## src/rtl/router_pkt_src.sv

```systemverilog
`default_nettype none
// router_pkt_src: header/payload/parity packet generator for the router fabric.
// Rev 1.0 - initial release.
module router_pkt_src #(
  parameter int              DATA_W    = 8,
  parameter int              ADDR_W    = 2,
  parameter int              LEN_W     = 6,
  parameter int              NUM_DEST  = 3,
  parameter logic [DATA_W-1:0] LFSR_SEED = 8'hA5,
  parameter int              GAP_CYC   = 4
) (
  input  logic              clk,
  input  logic              resetn,
  input  logic              start,
  input  logic [ADDR_W-1:0] dest,
  input  logic [LEN_W-1:0]  len,
  input  logic              bad_parity,
  input  logic              busy,
  output logic              packet_valid,
  output logic [DATA_W-1:0] data_out,
  output logic              active,
  output logic              done,
  output logic              cfg_err,
  output logic [15:0]       pkt_cnt
);

  // Right-shift Galois masks: bit k-1 set for each x^k term of the polynomial.
  // Widths not listed fall back to a non-maximal mask.
  function automatic logic [63:0] taps_for(input int w);
    case (w)
      3:       taps_for = 64'h6;
      4:       taps_for = 64'hC;
      5:       taps_for = 64'h14;
      6:       taps_for = 64'h30;
      7:       taps_for = 64'h60;
      8:       taps_for = 64'hB8;
      9:       taps_for = 64'h110;
      10:      taps_for = 64'h240;
      11:      taps_for = 64'h500;
      12:      taps_for = 64'hE08;
      13:      taps_for = 64'h1C80;
      14:      taps_for = 64'h3802;
      15:      taps_for = 64'h6000;
      16:      taps_for = 64'hD008;
      24:      taps_for = 64'hE10000;
      32:      taps_for = 64'h8020_0003;
      default: taps_for = (64'd1 << (w - 1)) | 64'd1;
    endcase
  endfunction

  localparam logic [63:0]       TAPS_ALL = taps_for(DATA_W);
  localparam logic [DATA_W-1:0] TAPS     = TAPS_ALL[DATA_W-1:0];
  localparam int                GAP_W    = (GAP_CYC > 0) ? $clog2(GAP_CYC + 1) : 1;
  localparam logic [ADDR_W:0]   NUM_DEST_C = (ADDR_W + 1)'(NUM_DEST);

  typedef enum logic [2:0] {
    S_IDLE    = 3'd0,
    S_HEADER  = 3'd1,
    S_PAYLOAD = 3'd2,
    S_PARITY  = 3'd3,
    S_GAP     = 3'd4
  } state_t;

  state_t             state;
  logic [DATA_W-1:0]  lfsr;
  logic [DATA_W-1:0]  acc;
  logic [LEN_W-1:0]   len_q;
  logic [LEN_W-1:0]   word_cnt;
  logic [GAP_W-1:0]   gap_cnt;
  logic               bad_q;

  always_ff @(posedge clk or negedge resetn) begin
    if (!resetn) begin
      state        <= S_IDLE;
      lfsr         <= LFSR_SEED;
      acc          <= '0;
      len_q        <= '0;
      word_cnt     <= '0;
      gap_cnt      <= '0;
      bad_q        <= 1'b0;
      packet_valid <= 1'b0;
      data_out     <= '0;
      active       <= 1'b0;
      done         <= 1'b0;
      cfg_err      <= 1'b0;
      pkt_cnt      <= '0;
    end else begin
      done    <= 1'b0;
      cfg_err <= 1'b0;
      case (state)
        S_IDLE: begin
          if (start) begin
            if (({1'b0, dest} < NUM_DEST_C) && (len != '0)) begin
              len_q        <= len;
              bad_q        <= bad_parity;
              data_out     <= {len, dest};
              acc          <= {len, dest};
              packet_valid <= 1'b1;
              active       <= 1'b1;
              state        <= S_HEADER;
            end else begin
              cfg_err <= 1'b1;
            end
          end
        end
        S_HEADER, S_PAYLOAD: begin
          if (!busy) begin
            if (state == S_HEADER || word_cnt < len_q) begin
              data_out <= lfsr;
              acc      <= acc ^ lfsr;
              lfsr     <= {1'b0, lfsr[DATA_W-1:1]} ^ (lfsr[0] ? TAPS : '0);
              word_cnt <= (state == S_HEADER) ? LEN_W'(1) : word_cnt + LEN_W'(1);
              state    <= S_PAYLOAD;
            end else begin
              data_out     <= acc ^ {{(DATA_W-1){1'b0}}, bad_q};
              packet_valid <= 1'b0;
              state        <= S_PARITY;
            end
          end
        end
        S_PARITY: begin
          if (!busy) begin
            done     <= 1'b1;
            pkt_cnt  <= pkt_cnt + 16'd1;
            data_out <= '0;
            gap_cnt  <= GAP_W'(GAP_CYC);
            if (GAP_CYC == 0) begin
              active <= 1'b0;
              state  <= S_IDLE;
            end else begin
              state <= S_GAP;
            end
          end
        end
        S_GAP: begin
          // The parity-accept cycle already counts as the first gap cycle.
          if (gap_cnt <= GAP_W'(1)) begin
            gap_cnt <= '0;
            active  <= 1'b0;
            state   <= S_IDLE;
          end else begin
            gap_cnt <= gap_cnt - GAP_W'(1);
          end
        end
        default: state <= S_IDLE;
      endcase
    end
  end

endmodule
`default_nettype wire

```

## config.mk

```make
export PLATFORM = sky130hd
export DESIGN_NAME = router_pkt_src
export DESIGN_NICKNAME = d
export VERILOG_FILES = /design/src/rtl/router_pkt_src.sv
export SDC_FILE = /design/constraint.sdc
export NUM_CORES = 1
export LEC_CHECK = 0
export ABC_AREA = 1
export BUFFER_PORTS_ARGS = -buffer_cell sky130_fd_sc_hd__buf_2
export CAP_MARGIN = 20
export CORE_MARGIN = 2
export CORE_UTILIZATION = 25
export DETAILED_ROUTE_END_ITERATION = 12
export PLACE_DENSITY_LB_ADDON = 0.3
export SETUP_SLACK_MARGIN = 0.05
export SLEW_MARGIN = 20
export SYNTH_ARGS = -nofsm -noshare
export SYNTH_HDL_FRONTEND = slang
export SYNTH_SLANG_ARGS = --single-unit
```

## constraint.sdc

```tcl
create_clock -name clk -period 2 [get_ports clk]
set_clock_uncertainty 0.05 [all_clocks]
set_input_delay 0.3 -clock clk [delete_from_list [all_inputs] [get_ports clk]]
set_output_delay 0.3 -clock clk [all_outputs]
set_load 0.02 [all_outputs]
```

### Word-level counts from Yosys, hierarchy flattened

Cells that the tools add are included.

* bits in registers: 63
* output and inout port bits: 28
* input port bits: 13

* $lt $le $gt $ge: 3
* mux-type cells: 32
* reduce and logical (&&, ||, !) cells: 18
* eq/ne operators: 11
* $add $sub $neg: 3
* bitwise gates (word level): 4

Operators with widths (count)
* $mux 8: 8
* $pmux 8 s3: 1
* $reduce_and 5->1: 4
* $mux 3: 6
* $add 16x1->16 const B: 1
* $pmux 8 s2: 1
* $ne 2x2->1 const B: 7
* $pmux 3 s4: 1
* $mux 1: 11
* $xor 7x8->8: 1
* $xor 8x1->8: 1
* $xor 8x8->8: 1
* $add 6x1->6 const B: 1
* $eq 3x2->1 const B: 2
* $lt 6x6->1: 1
* $mux 6: 1
* $pmux 3 s2: 1
* $reduce_and 3->1: 2
* $reduce_bool 2->1: 3
* $reduce_bool 6->1: 1
* $pmux 1 s2: 2
* $reduce_and 2->1: 2
* $reduce_and 4->1: 1
* $eq 3x1->1 const B: 1
* other kinds (10): 10

### Depth between registers and ports, before layout

Gate-level depths: netlist of the first run.

* depth after elaboration: 5
* gate-level depth with buffers: 11
* mapped depth without buffers: 11

### Worst setup path before layout of the first run

No wires, ideal clock.

* path kind: flip-flop to flip-flop
* from: register word_cnt[5]
* to: register lfsr[4]
* library setup time: 123 ps
* slack: 237 ps
* data arrival time: 1590 ps
* stages on the path, launching flop included: 11
* clock period less this slack: 1763 ps
* path through: dfrtp_1 > ha_1 > nand2_1 > inv_1 > a21oi_1 > nand2_2 > nand2_2 > nand3_1 > buf_2 > nand2_1 > o21ai_1

* word-level cells in the longest chain between the ends: 3

Ends and longest elaborated chain
* from (decl): line 68 `logic [LEN_W-1:0] word_cnt;`
* from (signal assigned): line 112 `word_cnt <= (state == S_HEADER) ? LEN_W'(1) : word_cnt + LEN_W'(1);`
* $lt 6x6->1: line 108 `if (state == S_HEADER || word_cnt < len_q) begin`
* $logic_or 1x1->1: line 108
* $reduce_and 3->1 (no source line)
* to (signal assigned): line 111 `lfsr <= {1'b0, lfsr[DATA_W-1:1]} ^ (lfsr[0] ? TAPS : '0);`
* to (decl): line 65 `logic [DATA_W-1:0] lfsr;`

No other way between the ends.
A chain may end at the register's enable or synchronous reset.

### Final worst setup path of the first run

* from: register state[1]
* to: register data_out[2]

* word-level cells in the longest chain between the ends: 5
* elaborated cells on any way between the ends: 15

Ends and longest elaborated chain
* from (decl): line 64 `state_t state;`
* from (signal assigned): line 74 `state <= S_IDLE;`
* from (signal assigned): line 100 `state <= S_HEADER;`
* from (signal assigned): line 113 `state <= S_PAYLOAD;`
* $eq 3x1->1: line 90, 108
* $logic_or 1x1->1: line 108
* $mux 8: line 108
* $mux 8: line 107 `if (!busy) begin`
* $pmux 8 s3: line 90 `case (state)`
* to (signal assigned): line 96 `data_out <= {len, dest};`
* to (signal assigned): line 109 `data_out <= lfsr;`
* to (signal assigned): line 115 `data_out <= acc ^ {{(DATA_W-1){1'b0}}, bad_q};`
* to (decl): line 20 `output logic [DATA_W-1:0] data_out,`

Several ways; a longest one is shown, not always the timed one. The select of a mux whose other input is x is not followed.

==> key figures, run 1 <==
Die
  – Die W: 120.2 microns
  – Die height: 120.2 microns
  – IO Pins: slightly above 40
  – Starting Density: around a quarter
  – Die area: roughly 0.014 sq mm
  – Rows: 42
  – Core Region: between 0.01 and 0.015 sq mm

Detailed routing
  – Drt wl/cell: ~13 microns
  – Drt initial violations: 123
  – Vias post-DR: ~2,800
  – Antenna Nets Post-Route: 0
  – Pre-antenna DRT Iters: 5
  – DRC: 0
  – Vias per cell: roughly 4.3
  – Post-Route WL: 8146 microns

Layout
  – Most frequent cells in the layout: nand2_1 (126), dfrtp_1 (59), inv_1 (40), buf_2 (40), nor2_1 (34)
  – Synth-to-Final Area Change: 22.07%
  – Antenna cells: 0
  – NumNets Final: a little under 500
  – Share of cells above drive strength 1: roughly 18%
  – Fillers: around 1,400
  – Commonest non-fill, non-tap cell in the layout: nand2_1
  – Final core utilization: a little under a third

CTS
  – Clk buf depth: 2
  – Clock transition at path regs: 0.05 ns
  – CTS H-tree depth: 3
  – CTS Sinks: 63
  – Clk Latency, worst-skew pair: about 0.33 ns
  – CTS tree: done
  – Num CTS Buffers: 9
  – Clock Tree Root: clkbuf_16
  – Post-CTS Setup Bufs: 0

Power
  – Pwr dens: about 1500 mW/mm^2
  – Pleak: between 2 and 2.5 nW
  – Peak VDD IR: a little under 700 uV

Synthesis
  – Cell Area, Synth: about 0.0034 sq mm
  – Sequential fraction of the synthesis area: between 40 and 50%
  – Mean Syn Cell Area: between 8 and 9 sq um
  – Synth warnings: 0
  – Mapped Nets: ~440
  – Synth cell types: 30
  – Post-synthesis cell count: between 400 and 500
  – Synthesis-stage register bit count: between 60 and 70

Status
  – Status: finished, final reports clean

Critical path
  – Crit path max fanout: 8
  – Startpoint Class: register
  – Crit Reg-Reg Startpoint: state[1]
  – Kind of critical path: register to register
  – CP required: 2.16 ns
  – Worst Setup SP: state[1]
  – Crit. End Element: register
  – Critical Path AT: 1.98 ns

Place
  – Final GP Congestion: a little under 0.8
  – PortBufs: 40
  – Hpwl dp: 5709 microns
  – Place WS: around 0.19 ns

Global route
  – Vias in the first global route: about 2,700
  – Initial antenna violation count: 0
  – Met1 GRT Util: between 10 and 15%
  – GRT busiest layer: met2
  – Overflow after GRT: 0
  – Largest net degree at the start of global routing: between 60 and 70
  – Aggregate global-route resource usage: a little under an eighth
  – Global-route wire length before repair: approximately 13,000 microns
  – M3 GR Usage: between 3 and 4%
  – Grt met2 use: roughly 18%

Timing
  – Tcrit/Tclk final: 90.73%
  – Unrepaired setup endpoints after global routing: true
  – TNS Setup: 0 ns
  – Min Tclk post-route: 1.815 ns
  – Max Clk Rate: ~0.55 GHz
  – Slew HR: 68.69%
  – Worst-margin pin slew: around 0.47 ns
  – Worst setup margin: ~0.19 ns
  – Hold Vio Cnt, Final: 0
  – Slew Viols, Final: 0
  – Setup violations, final: 0

Worst hold path
  – Hold WC Path Type: input port to register
  – Beginning of the worst hold path: bad_parity

Flow run
  – Total of max-cap violations: 0
synthesized netlist by cell type (all sizes together):
| master | instances | area share [%] |
|---|---|---|
| dfstp | 4 | 3.1 |
| xnor2 | 9 | 2.3 |
| nand2 | 129 | 15 |
| or2 | 1 | 0.26 |
| xor2 | 20 | 5.2 |
| buf | 7 | 1.2 |
| mux2i | 7 | 2.1 |
| clkbuf | 1 | 0.11 |
| dfrtp | 59 | 44 |
| and2 | 1 | 0.19 |
| nand4 | 12 | 2.4 |
| ha | 9 | 3.3 |
| inv | 45 | 5.0 |
| a21oi | 8 | 1.2 |
| nand3 | 27 | 4.9 |
| o21ai | 26 | 3.9 |
| clkinv | 1 | 0.15 |
| nor2 | 40 | 4.9 |
| nand3b | 3 | 0.67 |
| nor3 | 4 | 0.74 |
logic make-up after synthesis:
logic type,share of synthesized area [%]
AO/OA/AOI/OAI,5.045
XOR/XNOR,7.530
adder cells (fa/ha/maj),3.338
buffers and inverters,6.491
flip-flops,46.88
multiplexers,2.077
AND/OR/NAND/NOR,28.64
metal layers:
metal | share of wire (%) | wire length, microns
met3 | 4.4 | 355
met5 | 0 | 0
met2 | 45 | 3699
met4 | 2.4 | 197
met1 | 48 | 3894
critical path: stages, from the launching register on:
cell and delay [ns]:
dfrtp_1 0.40, or2_4 0.29, nand3_2 0.11, nor2_1 0.06, inv_2 0.06, nand2_2 0.06
nor2_2 0.34, nand2_1 0.12, nor2_2 0.15, nor2_1 0.06
final timing paths:
path                                    end  cells past startpoint  slack (ns)
worst max-delay path            data_out[2]                      9        0.19
worst min-delay path                  bad_q                      3        0.18
min in group asynchronous       pkt_cnt[10]                      3        0.47
max in group asynchronous           lfsr[2]                      3        1.11
worst max register to register  data_out[2]                      9        0.19
worst min register to register  data_out[0]                      2        0.43
repair_timing:
| action | in CTS | in global routing |
|---|---|---|
| endpoints found under the setup margin | 0 | 10 |
| hold endpoints to repair | 59 | 0 |
| hold buffers | 1 | 0 |
| resized for setup | 0 | 5 |
sequential cells by signal (all words and copies together), names as in the netlist:
signal and cells:
pkt_cnt 16, acc 8, data_out 8, lfsr 8, len_q 6, word_cnt 6, gap_cnt 3, state 3
active 1, bad_q 1, cfg_err 1, done 1, packet_valid 1
power by group:
part | switching (W) | leakage (nW) | internal, W | total, W
combinational | 0.00173 | 1.25 | 0.000945 | 0.00267
clock | 0.000517 | 0.128 | 0.000871 | 0.00139
sequential | 0.000377 | 0.782 | 0.00174 | 0.00212
layout make-up:
type	instances	area [sq um]	area share (%)
Clock buffer	15	257.7	6.259
Inverter	46	173.9	4.224
Multi-Input combinational cell	297	1600	38.86
Sequential cell	63	1582	38.41
Tap cell	176	220.2	5.348
Clock inverter	1	5.005	0.1215
Timing Repair Buffer	48	279.0	6.776
stage by stage:
| stage | instances | cell area (sq um) | power [W] | hold slack [ns] |
|---|---|---|---|---|
| final | 646 | 4118 | 0.006179 | 0.1835 |
| after global routing | 646 | 4118 | 0.006711 | 0.1797 |
| after CTS | 645 | 4086 | 0.006157 | 0.1812 |
| after detailed placement | 628 | 3814 | 0.004731 | 0.3022 |
| after global placement | 628 | 3814 | 0.004667 | 0.2968 |
| after floorplan | 413 | 3373 | 0.004013 | -0.04559 |
(Power assumes the default switching activity.)
==> run 2: changes to the inputs <==
- CORE_UTILIZATION: 25 -> 30
==> run 2 against run 1 <==
Net effect:
- worst setup slack better by 0.010 ns
- sequential cell count unchanged
- combinational power is essentially flat
- first-iteration DRC count fell by 11%
- via count shrank 0.18%
- clock power is 30% lower
- sequential power about the same
- register-to-register slack barely moved
- largest power group unchanged
- highest routed layer unchanged
==> key figures, run 2 (synthesized netlist as in run 1, its figures left out) <==
Layout
  – Footprint of the multi-input gates: 0.001595 sq mm
  – Non-filler cells, final: around 610
  – Share of cells above drive strength 1: 18.47%
  – Most frequent cells in the layout: nand2_1 (126), dfrtp_1 (59), inv_1 (40), buf_2 (40), nor2_1 (36)
  – Fillers: roughly 1,100
  – NumNets Final: just under 500
  – Design area: 0.003976 sq mm
  – Final core utilization: between 30% and 40%
  – Register area: 0.001582 sq mm
  – Synth-to-Final Area Change: 17.88%
  – Largest reg by FF count: pkt_cnt
  – Antenna cells: 0
  – Commonest non-fill, non-tap cell in the layout: nand2_1
  – Max FFs per register: 16

Detailed routing
  – Post-Route WL: approximately 7900 microns
  – Met3 WL: ~340 microns
  – Drt wl/cell: about 13 microns
  – M1 WL: about 3700 microns
  – Pre-antenna DRT Iters: 4
  – Antenna Nets Post-Route: 0
  – Vias post-DR: 2,770
  – Vias per cell: 4.534
  – Met2 WL post-DR: roughly 3700 microns
  – Drt initial violations: ~110
  – DRC: 0
  – Highest Signal Layer: met4

Place
  – Place WS: 0.2050 ns
  – Placed insts: slightly below 600
  – Area post-placement: ~0.0038 sq mm
  – PortBufs: 40
  – Hpwl dp: between 5000 and 6000 microns
  – Final GP Congestion: about 0.76

Timing
  – Unrepaired setup endpoints after global routing: false
  – Slew Viols, Final: 0
  – Tcrit/Tclk final: about nine tenths
  – Worst-margin pin slew: between 0.4 and 0.5 ns
  – Min Tclk post-route: about 1.8 ns
  – Worst setup margin: 0.1954 ns
  – TNS Setup: 0 ns
  – Setup violations, final: 0
  – Max Clk Rate: 0.5541 GHz
  – Slew HR: between 60% and 70%
  – Hold Vio Cnt, Final: 0

Power
  – Peak VDD IR: ~560 uV
  – Pwr dens: ~1400 mW/mm^2
  – Pleak: 2.124 nW

CTS
  – Num CTS Buffers: 9
  – Clock transition at path regs: 0.06 ns
  – CTS H-tree depth: 3
  – CTS tree: done
  – Clk buf depth: 2
  – Clk Latency, worst-skew pair: 0.34 ns
  – Clock Tree Root: clkbuf_8
  – Post-CTS Setup Bufs: 0
  – CTS Sinks: 63

Critical path
  – Worst setup path end: word_cnt[4]
  – Critical Path AT: about 2 ns
  – Crit Reg-Reg Startpoint: word_cnt[4]
  – Crit path max fanout: 20
  – Crit. End Element: register
  – Worst R2R Path Depth: 10
  – Slowest-stage cell, CP: dfrtp_1
  – CP Cell Sequence: ha_1 > nand2_1 > inv_1 > a21oi_1 > nand2_2 > nand2_2 > nand3_1 > buf_4 > nand2_1 > nand2_1
  – Critical Path Max Stage Delay: ~0.43 ns
  – R2R Setup Slk: 0.20 ns
  – CP required: roughly 2.2 ns
  – Worst Setup SP: word_cnt[4]
  – Startpoint Class: register
  – CP dominant cell by count: nand2_1
  – RR Endpoint: word_cnt[4]
  – Kind of critical path: register to register

Global route
  – Vias in the first global route: about 2,700
  – Overflow after GRT: 0
  – Initial antenna violation count: 0
  – Global-route wire length before repair: approximately 13,000 microns
  – Aggregate global-route resource usage: 14.39%
  – Largest net degree at the start of global routing: between 60 and 70

Die
  – Rows: 38
  – Die area: 0.01211 sq mm
  – Die height: 110.0 microns
  – Core Region: roughly 0.011 sq mm
  – Starting Density: between 30 and 40%
  – Die W: 110.0 microns
  – IO Pins: 41

Status
  – Status: finished, final reports clean

Flow run
  – Total of max-cap violations: 0

Worst hold path
  – Hold WC Path Type: input port to register
run 2: changes by cell type in the layout (fill, tap and decap cells not counted):
cell        before  now
clkbuf_16        9    0
nor2_1          34   36
clkbuf_1         5    2
nor2_2           5    3
clkinv_2         2    4
buf_4            5    7
buf_6            1    0
clkbuf_8         1   10
clkinvlp_4       0    1
run 2: worst min-delay path by stage:
stage | cells past startpoint | slack (ns) | startpoint | end
6_report | 3 | 0.18 | start | cfg_err
3_5_place_dp | 2 | 0.30 | resetn | pkt_cnt[10]
5_1_grt | 3 | 0.16 | start | cfg_err
4_1_cts | 3 | 0.15 | start | cfg_err
2_1_floorplan | 0 | -0.05 | resetn | acc[0]
3_3_place_gp | 2 | 0.30 | resetn | pkt_cnt[10]
run 2: through the flow:
step                total power (W)  hold WS, ns
CTS                        0.005740       0.1540
finish                     0.005748       0.1757
floorplan                  0.004013     -0.04559
detailed placement         0.004734       0.2989
global route               0.006318       0.1644
global placement           0.004671       0.2972
run 2: metal layers:
metal	track usage, %	vias to the layer above
li1	-	1414
met1	18.84	1300
met2	22.61	45
met3	4.409	11
met4	4.792	0
met5	0	-
run 2: power breakdown:
| part | internal [W] | switching (W) | total [W] | leakage [nW] |
|---|---|---|---|---|
| clock network | 0.000478 | 0.000499 | 0.000977 | 0.0861 |
| logic | 0.000955 | 0.00171 | 0.00267 | 1.26 |
| registers | 0.00174 | 0.000365 | 0.00210 | 0.782 |
run 2: critical path, delay by kind of cell (launching register included):
kind	cells	cell delay, ns
compound gates	1	0.17
fa+ha+maj	1	0.29
buf+inv	2	0.26
flops	1	0.43
simple gates	6	0.48
run 2: layout make-up:
class                   instances  area share (%)
well taps                     140           4.405
clock inverters                 4          0.5664
clock buffers                  12           3.650
inverters                      46           4.374
flip-flops and latches         63           39.77
multi-input cells             297           40.12
repair buffers                 49           7.111
run 2: repair_timing:
action | 4_1_cts | 5_1_grt
resized for setup | 0 | 2
hold buffers | 1 | 0
endpoints found under the setup margin | 0 | 1
endpoints found under the hold margin | 59 | 0
==> run 3: changes to the inputs <==
- CORE_MARGIN: 2 -> 10
- clock period: 2 -> 1.7 ns (I/O delays scaled with it)
==> run 3 against run 2 <==
Net effect:
- the flow now finishes with violations (negative setup slack)
- sequential cell count unchanged
- worst setup slack got worse by 0.20 ns
- largest power group unchanged
- combinational power rose by 40%
- non-clock buffer count up 24
==> key figures, run 3 (synthesized netlist as in run 1, its figures left out) <==
Layout
  – NumNets Final: about 500
  – Max FFs per register: 16
  – Register area: roughly 0.0016 sq mm
  – Largest reg by FF count: pkt_cnt
  – Share of cells above drive strength 1: a little under a third
  – Final core utilization: roughly 42%
  – Footprint of the multi-input gates: 0.001798 sq mm
  – Synth-to-Final Area Change: 34.68%
  – Most frequent cells in the layout: nand2_1 (105), dfrtp_1 (57), buf_2 (40)
  – Commonest non-fill, non-tap cell in the layout: nand2_1
  – Fillers: around 1,100

CTS
  – CTS tree: done
  – Num CTS Buffers: 9
  – Clock Tree Root: clkbuf_16
  – CTS H-tree depth: 3
  – Clock transition at path regs: ~0.060 ns
  – Clk Latency, worst-skew pair: ~0.32 ns
  – CTS Sinks: 63
  – Clk buf depth: 2

Detailed routing
  – Vias per cell: roughly 4.6
  – Drt initial violations: about 110
  – Post-Route WL: between 8000 and 9000 microns
  – Antenna Nets Post-Route: 0
  – Drt wl/cell: around 13 microns
  – Vias post-DR: around 2,900
  – DRC: 0
  – Pre-antenna DRT Iters: 4

Die
  – Die height: between 100 and 150 microns
  – Die area: 0.01589 sq mm
  – Core Region: 0.01094 sq mm
  – Rows: 38
  – Starting Density: between 30% and 40%
  – IO Pins: 41
  – Die W: 126.0 microns

Timing
  – Tcrit/Tclk final: 100.1%
  – Hold Vio Cnt, Final: 0
  – Worst-margin pin slew: between 0.3 and 0.4 ns
  – Min Tclk post-route: about 1.7 ns
  – Unrepaired setup endpoints after global routing: true
  – Slew HR: approximately 77%
  – Worst setup margin: -0.002248 ns
  – Setup violations, final: 2
  – Max Clk Rate: between 0.5 and 0.6 GHz
  – Slew Viols, Final: 0

Critical path
  – Crit. End Element: register
  – Slowest-stage cell, CP: dfrtp_1
  – Critical Path AT: 1.86 ns
  – Worst R2R Path Depth: 11
  – RR Endpoint: data_out[4]
  – Startpoint Class: register
  – R2R Setup Slk: -0.002 ns
  – CP required: 1.86 ns
  – Critical Path Max Stage Delay: 0.41 ns
  – Crit path max fanout: 8
  – Crit path max-delay family: simple AND/OR/NAND/NOR gates
  – Kind of critical path: register to register
  – CP Cell Sequence: ha_4 > nand2_4 > nor2_2 > nand2_2 > nand2_4 > nand2_4 > buf_6 > nand3_1 > nand2_1 > nor2_1 > nor2_1
  – Crit Reg-Reg Startpoint: word_cnt[5]
  – CP dominant cell by count: nand2_4
  – WP buf/inv: 1

Worst hold path
  – Cell depth of the worst hold path: 3
  – Beginning of the worst hold path: bad_parity
  – Hold WC Path Type: input port to register
  – Hold endpoint: bad_q

Status
  – Status: finished, violations left
  – Failing checks: negative setup slack

Global route
  – Largest net degree at the start of global routing: 64
  – Vias in the first global route: around 3,000
  – Overflow after GRT: 0
  – Aggregate global-route resource usage: between 10% and 20%
  – Initial antenna violation count: 1
  – Global-route wire length before repair: 14,620 microns

Power
  – Pleak: approximately 2.3 nW
  – Peak VDD IR: between 900 and 1000 uV
  – Pwr dens: around 1800 mW/mm^2

Flow run
  – Total of max-cap violations: 0

Place
  – Final GP Congestion: approximately 0.81
  – Hpwl dp: 6062 microns
  – Place WS: -0.09187 ns
  – PortBufs: 40
[run 3: repair_timing]
item                                   4_1_cts  5_1_grt
endpoints found under the hold margin       59        0
setup endpoints to repair                   32       41
hold buffers                                 1        0
pin swaps                                   22       21
gates resized for setup                     28       29
buffers inserted                             1        7
[run 3: area by class of cell]
cell class / count / share of cell area (%)
multi-input combinational: 296 / 39.58
sequential: 63 / 34.87
timing repair buffer: 73 / 10.91
clock buffer: 12 / 5.205
inverter: 46 / 3.993
tap: 140 / 3.856
clock inverter: 4 / 1.542
antenna: 1 / 0.05508
[run 3: worst register-to-register path: stages (launching register included)]
cell and delay, ns:
dfrtp_1 0.41, ha_4 0.30, nand2_4 0.05, nor2_2 0.11, nand2_2 0.07, nand2_4 0.11
nand2_4 0.07, buf_6 0.15, nand3_1 0.06, nand2_1 0.05, nor2_1 0.11, nor2_1 0.05
[run 3: stage by stage]
step	TNS (ns)	cells	hold WS [ns]	power [W]	cell area (sq um)
floorplan	0	413	-0.09059	0.004795	3415
global placement	-0.2333	609	0.2515	0.005792	3950
detailed placement	-0.8044	609	0.2497	0.005866	3950
CTS	0	627	0.1254	0.008014	4380
global route	-1.863	634	0.1465	0.008806	4541
finish	-0.004333	635	0.1323	0.008160	4543
[run 3: how the worst max path moves through the flow]
stage                            from          end  slack (ns)  depth (start not counted)
after global placement    word_cnt[5]  data_out[2]       -0.07                         11
after global routing      word_cnt[5]  data_out[6]       -0.11                         11
final                     word_cnt[5]  data_out[4]      -0.002                         11
after detailed placement     len_q[5]  data_out[2]       -0.09                         12
after floorplan           word_cnt[3]      lfsr[4]       0.005                         10
after CTS                    len_q[3]  data_out[3]       0.002                         12
[run 3: report_power, final]
group	internal, W	switching [W]	leakage, nW
Combinational	0.00151	0.00223	1.42
Sequential	0.00205	0.000438	0.780
Clock	0.00128	0.000653	0.151
[run 3: per-layer routing]
metal,vias to the layer above,global-route usage [%],wire (microns)
met5,-,0,0
met4,0,3.818,104
met3,10,3.188,458
met2,55,18.50,4222
met1,1356,13.08,3769
li1,1472,-,-
